`src/rtl/seq_pkg.sv`:
```
// Shared types for the serial sequence-detector datapath: serializer FSM states,
// the default idle line level, and the detector's state encodings.
package seq_pkg;

  typedef enum logic {
    SER_IDLE  = 1'b0,
    SER_SHIFT = 1'b1
  } ser_state_t;

  localparam logic DEFAULT_IDLE_LEVEL = 1'b0;

  // Detector progress through the 110011 pattern (number of pattern bits matched)
  typedef enum logic [2:0] {
    DET_S0 = 3'd0,
    DET_S1 = 3'd1,
    DET_S2 = 3'd2,
    DET_S3 = 3'd3,
    DET_S4 = 3'd4,
    DET_S5 = 3'd5
  } det_state_t;

endpackage

```
`src/rtl/bit_serializer.sv`:
```
// Parallel-to-serial feed stage for the sequence detector: valid/ready word input,
// one bit per clock on x. Define SER_LSB_FIRST_EN for LSB-first order (default MSB-first).
module bit_serializer
  import seq_pkg::*;
#(
  parameter int   WIDTH      = 8,
  parameter logic IDLE_LEVEL = DEFAULT_IDLE_LEVEL
) (
  input  logic             clk,
  input  logic             reset,
  input  logic [WIDTH-1:0] in_data,
  input  logic             in_valid,
  output logic             in_ready,
  output logic             x,
  output logic             x_valid,
  output logic             x_last,
  output logic             busy
);

  localparam int CW = $clog2(WIDTH);

  ser_state_t       state_r, state_s;
  logic [WIDTH-1:0] shreg_r, shreg_s;
  logic [CW-1:0]    cnt_r, cnt_s;
  logic             accept_s;
  logic             shifting_s;
  logic             last_s;

  assign shifting_s = (state_r == SER_SHIFT);
  assign last_s     = shifting_s && (cnt_r == {CW{1'b0}});
  assign in_ready   = !reset && (!shifting_s || last_s);
  assign accept_s   = in_valid && in_ready;
  assign busy       = shifting_s;
  assign x_valid    = shifting_s;
  assign x_last     = last_s;

  // Serial output bit selection; idle fill keeps the detector on a non-matching level
`ifdef SER_LSB_FIRST_EN
  assign x = shifting_s ? shreg_r[0] : IDLE_LEVEL;
`else
  assign x = shifting_s ? shreg_r[WIDTH-1] : IDLE_LEVEL;
`endif

  // Next-state logic: a load on the last bit wins over the return to idle
  always_comb begin
    state_s = state_r;
    shreg_s = shreg_r;
    cnt_s   = cnt_r;
    if (accept_s) begin
      state_s = SER_SHIFT;
      shreg_s = in_data;
      cnt_s   = CW'(WIDTH - 1);
    end else begin
      case (state_r)
        SER_SHIFT: begin
`ifdef SER_LSB_FIRST_EN
          shreg_s = shreg_r >> 1;
`else
          shreg_s = shreg_r << 1;
`endif
          cnt_s = cnt_r - CW'(1);
          if (cnt_r == {CW{1'b0}}) begin
            state_s = SER_IDLE;
          end else begin
            state_s = SER_SHIFT;
          end
        end
        SER_IDLE: begin
          state_s = SER_IDLE;
        end
        default: begin
          state_s = SER_IDLE;
        end
      endcase
    end
  end

  // State, shift register and bit counter; reset discards any word in flight
  always_ff @(posedge clk) begin
    if (reset) begin
      state_r <= SER_IDLE;
      shreg_r <= {WIDTH{1'b0}};
      cnt_r   <= {CW{1'b0}};
    end else begin
      state_r <= state_s;
      shreg_r <= shreg_s;
      cnt_r   <= cnt_s;
    end
  end

endmodule

```
`config.mk`:
```
export PLATFORM = sky130hd
export DESIGN_NAME = bit_serializer
export DESIGN_NICKNAME = d
export VERILOG_FILES = /design/src/rtl/seq_pkg.sv /design/src/rtl/bit_serializer.sv
export SDC_FILE = /design/constraint.sdc
export NUM_CORES = 1
export LEC_CHECK = 0
export CELL_PAD_IN_SITES_DETAIL_PLACEMENT = 2
export CELL_PAD_IN_SITES_GLOBAL_PLACEMENT = 2
export CORE_UTILIZATION = 30
export DETAILED_ROUTE_END_ITERATION = 12
export PLACE_DENSITY = 0.84
export SYNTH_ARGS = -nofsm -noshare
export SYNTH_HDL_FRONTEND = slang
export SYNTH_SLANG_ARGS = --single-unit
```
`constraint.sdc`:
```
create_clock -name clk -period 1.8 [get_ports clk]
set_input_delay 0.45 -clock clk [delete_from_list [all_inputs] [get_ports clk]]
set_output_delay 0.45 -clock clk [all_outputs]
set_load 0.005 [all_outputs]
```
==> results of run 1 <==
[synth_stat cells]
master                      n  area (µm²)
sky130_fd_sc_hd__nand2_1    2        7.51
sky130_fd_sc_hd__mux2i_1    7        70.1
sky130_fd_sc_hd__a211oi_2   6        75.1
sky130_fd_sc_hd__a211oi_1   1        7.51
sky130_fd_sc_hd__a21bo_1    1        10.0
sky130_fd_sc_hd__xor2_1     1        8.76
sky130_fd_sc_hd__a21oi_1   12        60.1
sky130_fd_sc_hd__nor2_1     2        7.51
sky130_fd_sc_hd__ha_1       2        25.0
sky130_fd_sc_hd__or2b_1     7        52.6
sky130_fd_sc_hd__inv_1      3        11.3
sky130_fd_sc_hd__xnor2_1    1        8.76
sky130_fd_sc_hd__o21ai_0    1        5.00
sky130_fd_sc_hd__nand2b_1   2        12.5
sky130_fd_sc_hd__dfxtp_1   12         240
sky130_fd_sc_hd__o21ai_1    1        5.00
sky130_fd_sc_hd__buf_2      3        15.0
sky130_fd_sc_hd__and2_1     1        6.26
sky130_fd_sc_hd__or4b_1     1        10.0
sky130_fd_sc_hd__buf_4      3        22.5
sky130_fd_sc_hd__buf_6      1        11.3
[path summary, 6_finish.rpt]
check             depth (start not counted)             startpoint  slack (ps)                       to
hold reg to reg                           2  cnt_r[2]$_SDFFE_PP0P_         580    cnt_r[2]$_SDFFE_PP0P_
setup reg to reg                          7  cnt_r[1]$_SDFFE_PP0P_         170  shreg_r[4]$_SDFFE_PP0P_
setup / recovery                          2        busy$_SDFF_PP0_          50                        x
hold / removal                            2  cnt_r[2]$_SDFFE_PP0P_         580    cnt_r[2]$_SDFFE_PP0P_
[state kept, by name, summed over array words and instances (netlist names)]
signal,cells
busy,1
cnt_r,3
shreg_r,8
[routing by layer]
layer / GRT usage, % / share of wire [%] / vias to the layer above / wire length, µm
met5: 0 / 0 / - / 0
met4: 10.3 / 2.5 / 0 / 53
met3: 2.18 / 3.7 / 7 / 78
met2: 34.7 / 52 / 20 / 1100
met1: 19.7 / 42 / 293 / 876
li1: - / - / 287 / -
[final cells by class]
cell class                      count  area share (%)
Clock buffer                        4            3.88
Multi-Input combinational cell     48            40.1
Sequential cell                    12            26.3
Tap cell                           27            3.61
Inverter                            3            1.20
Timing Repair Buffer               26            24.9
[power breakdown]
group | switching, mW | internal (mW) | total (mW)
sequential | 0.0212 | 0.293 | 0.315
combinational | 0.0942 | 0.107 | 0.201
clock | 0.0963 | 0.123 | 0.219
[critical path, delay by kind of cell, from the launching register on]
kind | cells | cell delay [ps]
buffers and inverters | 1 | 490
DFF | 1 | 400
and+or+nand+nor | 1 | 130
[metrics by stage]
step	cell area, µm²	setup WS, ps	TNS [ps]	hold WS, ps
after global routing	936	-0.428	-0.428	631
after CTS	917	12.9	0	569
after detailed placement	867	-233	-437	562
after global placement	867	-221	-221	538
after floorplan	672	459	0	515
final	936	50.4	0	584
[cell usage in the layout (no fill, tap or decap), drive strengths merged]
| master | synthesis | routed |
|---|---|---|
| nand2b | 2 | 2 |
| buf | 7 | 11 |
| dfxtp | 12 | 12 |
| or4b | 1 | 1 |
| clkdlybuf4s15 | 0 | 2 |
| and2 | 1 | 1 |
| clkdlybuf4s50 | 0 | 13 |
| or2b | 7 | 7 |
| a21bo | 1 | 1 |
| clkbuf | 0 | 4 |
| xor2 | 1 | 1 |
| a211oi | 7 | 7 |
| ha | 2 | 2 |
| o21ai | 2 | 2 |
| inv | 3 | 3 |
| nor2 | 2 | 2 |
| mux2i | 7 | 7 |
| a21oi | 12 | 12 |
| nand2 | 2 | 2 |
| xnor2 | 1 | 1 |
[kinds of logic (layout without fill, tap and decap cells)]
family,count (synthesis),after routing
DFF,12,12
and+or+nand+nor,15,15
xor gates and xnor gates,2,2
AOI/OAI and AO/OA,22,22
adders and majority gates,2,2
muxes,7,7
buffers and inverters,10,33
[timing repair]
item | 4_1_cts | 5_1_grt
setup endpoints to repair | 4 | 8
pin swaps | 2 | 1
setup buffers | 1 | 2
cloned | 0 | 0
hold buffers | 0 | 0
resized for setup | 7 | 4
==> summary.txt, run 1 <==
Synth Warn # - 0
Clock H-tree levels - 1
Final Hold Fails - 0
total via count in the routed design - 607
post-synthesis average cell area - 9.60 µm²
number of routed nets with antenna violations - 0
distinct cell type count after synthesis - 21
floorplan row count - 16
clock root buffer - sky130_fd_sc_hd__clkbuf_4
Die Span Y - 49.3 µm
number of clock sinks - 12
Fmax - 572 MHz
compound-gate portion of the synthesized area - 24.2%
Clock Latency Late Sink - 280 ps
Slowest cell on crit path - sky130_fd_sc_hd__clkdlybuf4s50_1
critical path required time - 1350 ps
post-layout total power - 0.735 mW
CTS tree - built
GPL Wtd Cong - 0.714
largest net degree at the start of global routing - 14
maximum clock insertion buffer count - 2
overall track demand over capacity in global routing - 18.5%
x dimension of the die - 49.3 µm
Cell Pwr Density - 786 nW/µm²
final worst path period share - 97.2%
signal arrival time at the worst endpoint - 1300 ps
number of global-route vias before repair - 665
Max-Slew Margin vs Limit - 79.7%
Worst Path Max Fanout - 7
global-route wire length before repair - 3260 µm
number of register bits inferred by synthesis - 12
leakage power - 0.375 nW
adder-cell share of the synthesized area - 3.72%
initial core utilization - 32.9%
DRC viols - 0
first-iteration detailed-routing DRC count - 2
DR vias/cell - 5.06
number of nets at the end of the flow - 107
wire length per cell after detailed routing - 17.5 µm
Diodes inserted - 0
Seq. cell area - 246 µm²
delay of the slowest critical-path stage - 490 ps
area of combinational cells with multiple inputs - 375 µm²
number of buffers created by CTS - 3
first-pass iteration count of the detailed router - 4
crit start category - flop
synthesized area - 672 µm²
min-delay worst type - reg2reg
CP Cell Sequence - and2_1 > clkdlybuf4s50_1
Worst-path clk slew - 80 ps
fraction of layout instances using a drive strength above 1 - 29.0%
XOR/XNOR share of the synthesized area - 2.61%
relative area change from synthesis to final layout - 39.3%
number of buffer cells added on primary ports - 15
core utilization of the finished layout - 45.8%
number of non-filler instances in the completed layout - 120
number of instances in the placed design - 113
core outline area - 2040 µm²
worst-margin pin slew - 305 ps
final number of max-transition violations - 0
number of top-level pins - 16
Crit Path Category - reg2out
maximum capacitance violations - 0
endpoint type of the worst setup path - output port
share of cell area taken by muxes after synthesis - 10.4%
setup violation total in the final timing report - 0
die area - 2430 µm²
number of fillers in the final layout - 240
worst clock skew - 2.51 ps
number of nets in the synthesized netlist - 83
placed wire-length estimate after detailed placement - 1290 µm
IR drop worst, VDD - 0.312 mV
antenna violations before repair - 0
WL final - 2100 µm
post-synthesis cell count - 70
overall overflow remaining after global route - 0
status - completed
sequential-to-total area share from yosys stat - 35.8%
min cycle time layout - 1750 ps
combinational family with the most area after synthesis - compound AO/OA/AOI/OAI gates
simple-gate share of the synthesized area - 14.3%
(Power assumes the default switching activity.)
==> run 2: changes to the inputs <==
CAP_MARGIN = 0   (was not set)
==> results of run 2 <==
Final layout, timing and power as in run 1 (identical DEF).
==> run 3: changes to the inputs <==
CORE_MARGIN = 4   (was not set)
SLEW_MARGIN = 10   (was not set)
==> summary.txt, run 3 (same netlist as run 1, synthesis figures left out) <==
post-place instance area - 860 µm² (-0.87%)
min cycle time layout - 1750 ps (+0.922 ps)
DRC viols - 0 (unchanged)
first-iteration detailed-routing DRC count - 5 (+3)
Cell Pwr Density - 801 nW/µm² (+1.9%)
total via count in the routed design - 612 (+0.82%)
global-route wire length before repair - 3370 µm (+3.6%)
CP Cell Sequence - and2_1 > clkdlybuf4s50_1
total length of routed met3 wires - 86 µm (+10%)
final worst path period share - 97.3% (about the same)
delay of the slowest critical-path stage - 500 ps (about the same)
WL final - 2280 µm (+8.5%)
fraction of power spent switching nets - 30.4% (+1.6 points)
number of flip-flops under the largest register name - 8 (unchanged)
first-pass iteration count of the detailed router - 3 (-1)
Worst-path clk slew - 80 ps (about the same)
die area - 3060 µm² (+26%)
Fmax - 571 MHz (about the same)
leakage power - 0.385 nW (+2.8%)
GPL Wtd Cong - 0.680 (-4.8%)
Crit Path Category - reg2out
Clock H-tree levels - 1 (unchanged)
largest register by flop count - shreg_r
number of clock sinks - 12 (unchanged)
switching power summed over all nets - 0.233 mW (+9.9%)
clock root buffer - sky130_fd_sc_hd__clkbuf_4
status - completed
number of hold buffers added after cts - 0 (unchanged)
Die Span Y - 55.3 µm (+12%)
part of the total power dissipated in combinational logic - 29.0% (+1.6 points)
Seq pwr share - 41.1% (-1.7 points)
highest metal layer used by the detailed router - met4
Slowest cell on crit path - sky130_fd_sc_hd__clkdlybuf4s50_1
worst-margin pin slew - 457 ps (+152 ps)
crit start category - flop
DR vias/cell - 5.10 (+0.82%)
setup violation total in the final timing report - 0 (unchanged)
initial core utilization - 32.9% (unchanged)
CTS tree - built
number of routed nets with antenna violations - 0 (unchanged)
core outline area - 2040 µm² (unchanged)
relative area change from synthesis to final layout - 42.3%
number of buffers created by CTS - 3 (unchanged)
wire length per cell after detailed routing - 19.0 µm (+8.5%)
number of nets at the end of the flow - 107 (unchanged)
Final Hold Fails - 0 (unchanged)
number of fillers in the final layout - 247 (+2.9%)
worst clock skew - 2.06 ps (-0.457 ps)
core utilization of the finished layout - 46.8% (+0.98 points)
Diodes inserted - 0 (unchanged)
WP buf/inv - 1 (unchanged)
largest delay contributor family on the critical path - buffers and inverters
post-layout total power - 0.766 mW (+4.1%)
final number of max-transition violations - 0 (unchanged)
min-delay worst type - reg2reg
endpoint type of the worst setup path - output port
finished layout cell area - 956 µm² (+2.1%)
critical path required time - 1350 ps (about the same)
Internal Power - 0.533 mW (+1.8%)
maximum capacitance violations - 0 (unchanged)
floorplan row count - 16 (unchanged)
top library cells by usage in the layout, fill and taps aside - sky130_fd_sc_hd__clkdlybuf4s50_1, sky130_fd_sc_hd__a21oi_1, sky130_fd_sc_hd__buf_4
antenna violations before repair - 0 (unchanged)
most common cell after layout, fill and taps aside - sky130_fd_sc_hd__clkdlybuf4s50_1
number of top-level pins - 16 (unchanged)
clock share of power - 29.9% (about the same)
maximum clock insertion buffer count - 2 (unchanged)
number of buffer cells added on primary ports - 15 (unchanged)
overall track demand over capacity in global routing - 14.7% (-3.8 points)
M1 wire length - 933 µm (+6.5%)
number of global-route vias before repair - 656 (-1.4%)
signal arrival time at the worst endpoint - 1300 ps (about the same)
metal2 WL - 1210 µm (+10%)
IR drop worst, VDD - 0.396 mV (+27%)
Worst Path Max Fanout - 6 (-1)
largest net degree at the start of global routing - 14 (unchanged)
fraction of layout instances using a drive strength above 1 - 31.2% (+2.2 points)
unrepaired setup endpoints after global routing - no
placed wire-length estimate after detailed placement - 1340 µm (+3.5%)
Max-Slew Margin vs Limit - 69.6% (-10 points)
x dimension of the die - 55.3 µm (+12%)
overall overflow remaining after global route - 0 (unchanged)
Clock Latency Late Sink - 280 ps (about the same)
==> run 3: cell count changes in the layout (fill, tap and decap cells not counted), sizes merged <==
| cell | previous run | this run |
|---|---|---|
| dlygate4sd2 | 0 | 1 |
| clkdlybuf4s15 | 2 | 0 |
| clkbuf | 4 | 5 |
==> run 3: worst min-delay path, stage by stage, from the launching register on <==
cell	delay, ps
sky130_fd_sc_hd__dfxtp_2	350
sky130_fd_sc_hd__xnor2_1	120
sky130_fd_sc_hd__a21oi_1	60
==> run 3: path summary, 6_finish.rpt <==
| check | from | to | cells after the start | slack, ps |
|---|---|---|---|---|
| max reg2reg | cnt_r[1]$_SDFFE_PP0P_ | cnt_r[1]$_SDFFE_PP0P_ | 7 | 140 |
| max | busy$_SDFF_PP0_ | x | 2 | 50 |
| min reg2reg | cnt_r[0]$_SDFFE_PP0P_ | cnt_r[0]$_SDFFE_PP0P_ | 2 | 560 |
| min | cnt_r[0]$_SDFFE_PP0P_ | cnt_r[0]$_SDFFE_PP0P_ | 2 | 560 |
==> run 3: layout make-up <==
| class | count | area, µm² | area share [%] |
|---|---|---|---|
| multi-input cells | 48 | 403 | 42.1 |
| flip-flops and latches | 12 | 245 | 25.7 |
| clock buffers | 4 | 36.3 | 3.80 |
| well taps | 27 | 33.8 | 3.53 |
| inverters | 3 | 11.3 | 1.18 |
| repair buffers | 26 | 226 | 23.7 |
==> run 3: timing repair <==
| item | CTS | global route |
|---|---|---|
| gates cloned | 0 | 0 |
| pin swaps | 0 | 1 |
| resized for setup | 5 | 9 |
| hold endpoints to repair | 0 | 0 |
| setup buffers | 3 | 1 |
| endpoints found under the setup margin | 5 | 13 |
==> run 3: stage by stage <==
stage | hold slack [ps] | instances | TNS [ps] | worst slack, ps
2_1_floorplan | 515 | 70 | 0 | 459
3_3_place_gp | 538 | 112 | -229 | -229
3_5_place_dp | 554 | 112 | -236 | -229
4_1_cts | 572 | 119 | -142 | -142
5_1_grt | 602 | 120 | 0 | 9.99
6_report | 562 | 120 | 0 | 49.4
==> run 3: power by group through the flow <==
stage                     Clock (mW)  Combinational [mW]  Sequential (mW)
after floorplan                    0               0.117            0.309
after global placement             0               0.172            0.315
after detailed placement           0               0.182            0.317
after CTS                      0.237               0.199            0.311
after global routing           0.251               0.242            0.318
final                          0.229               0.222            0.315
==> run 3: per-layer routing <==
| metal | vias up | global-route usage (%) |
|---|---|---|
| li1 | 287 | - |
| met4 | 0 | 10.8 |
| met2 | 20 | 24.5 |
| met5 | - | 0 |
| met1 | 300 | 16.3 |
| met3 | 5 | 3.26 |
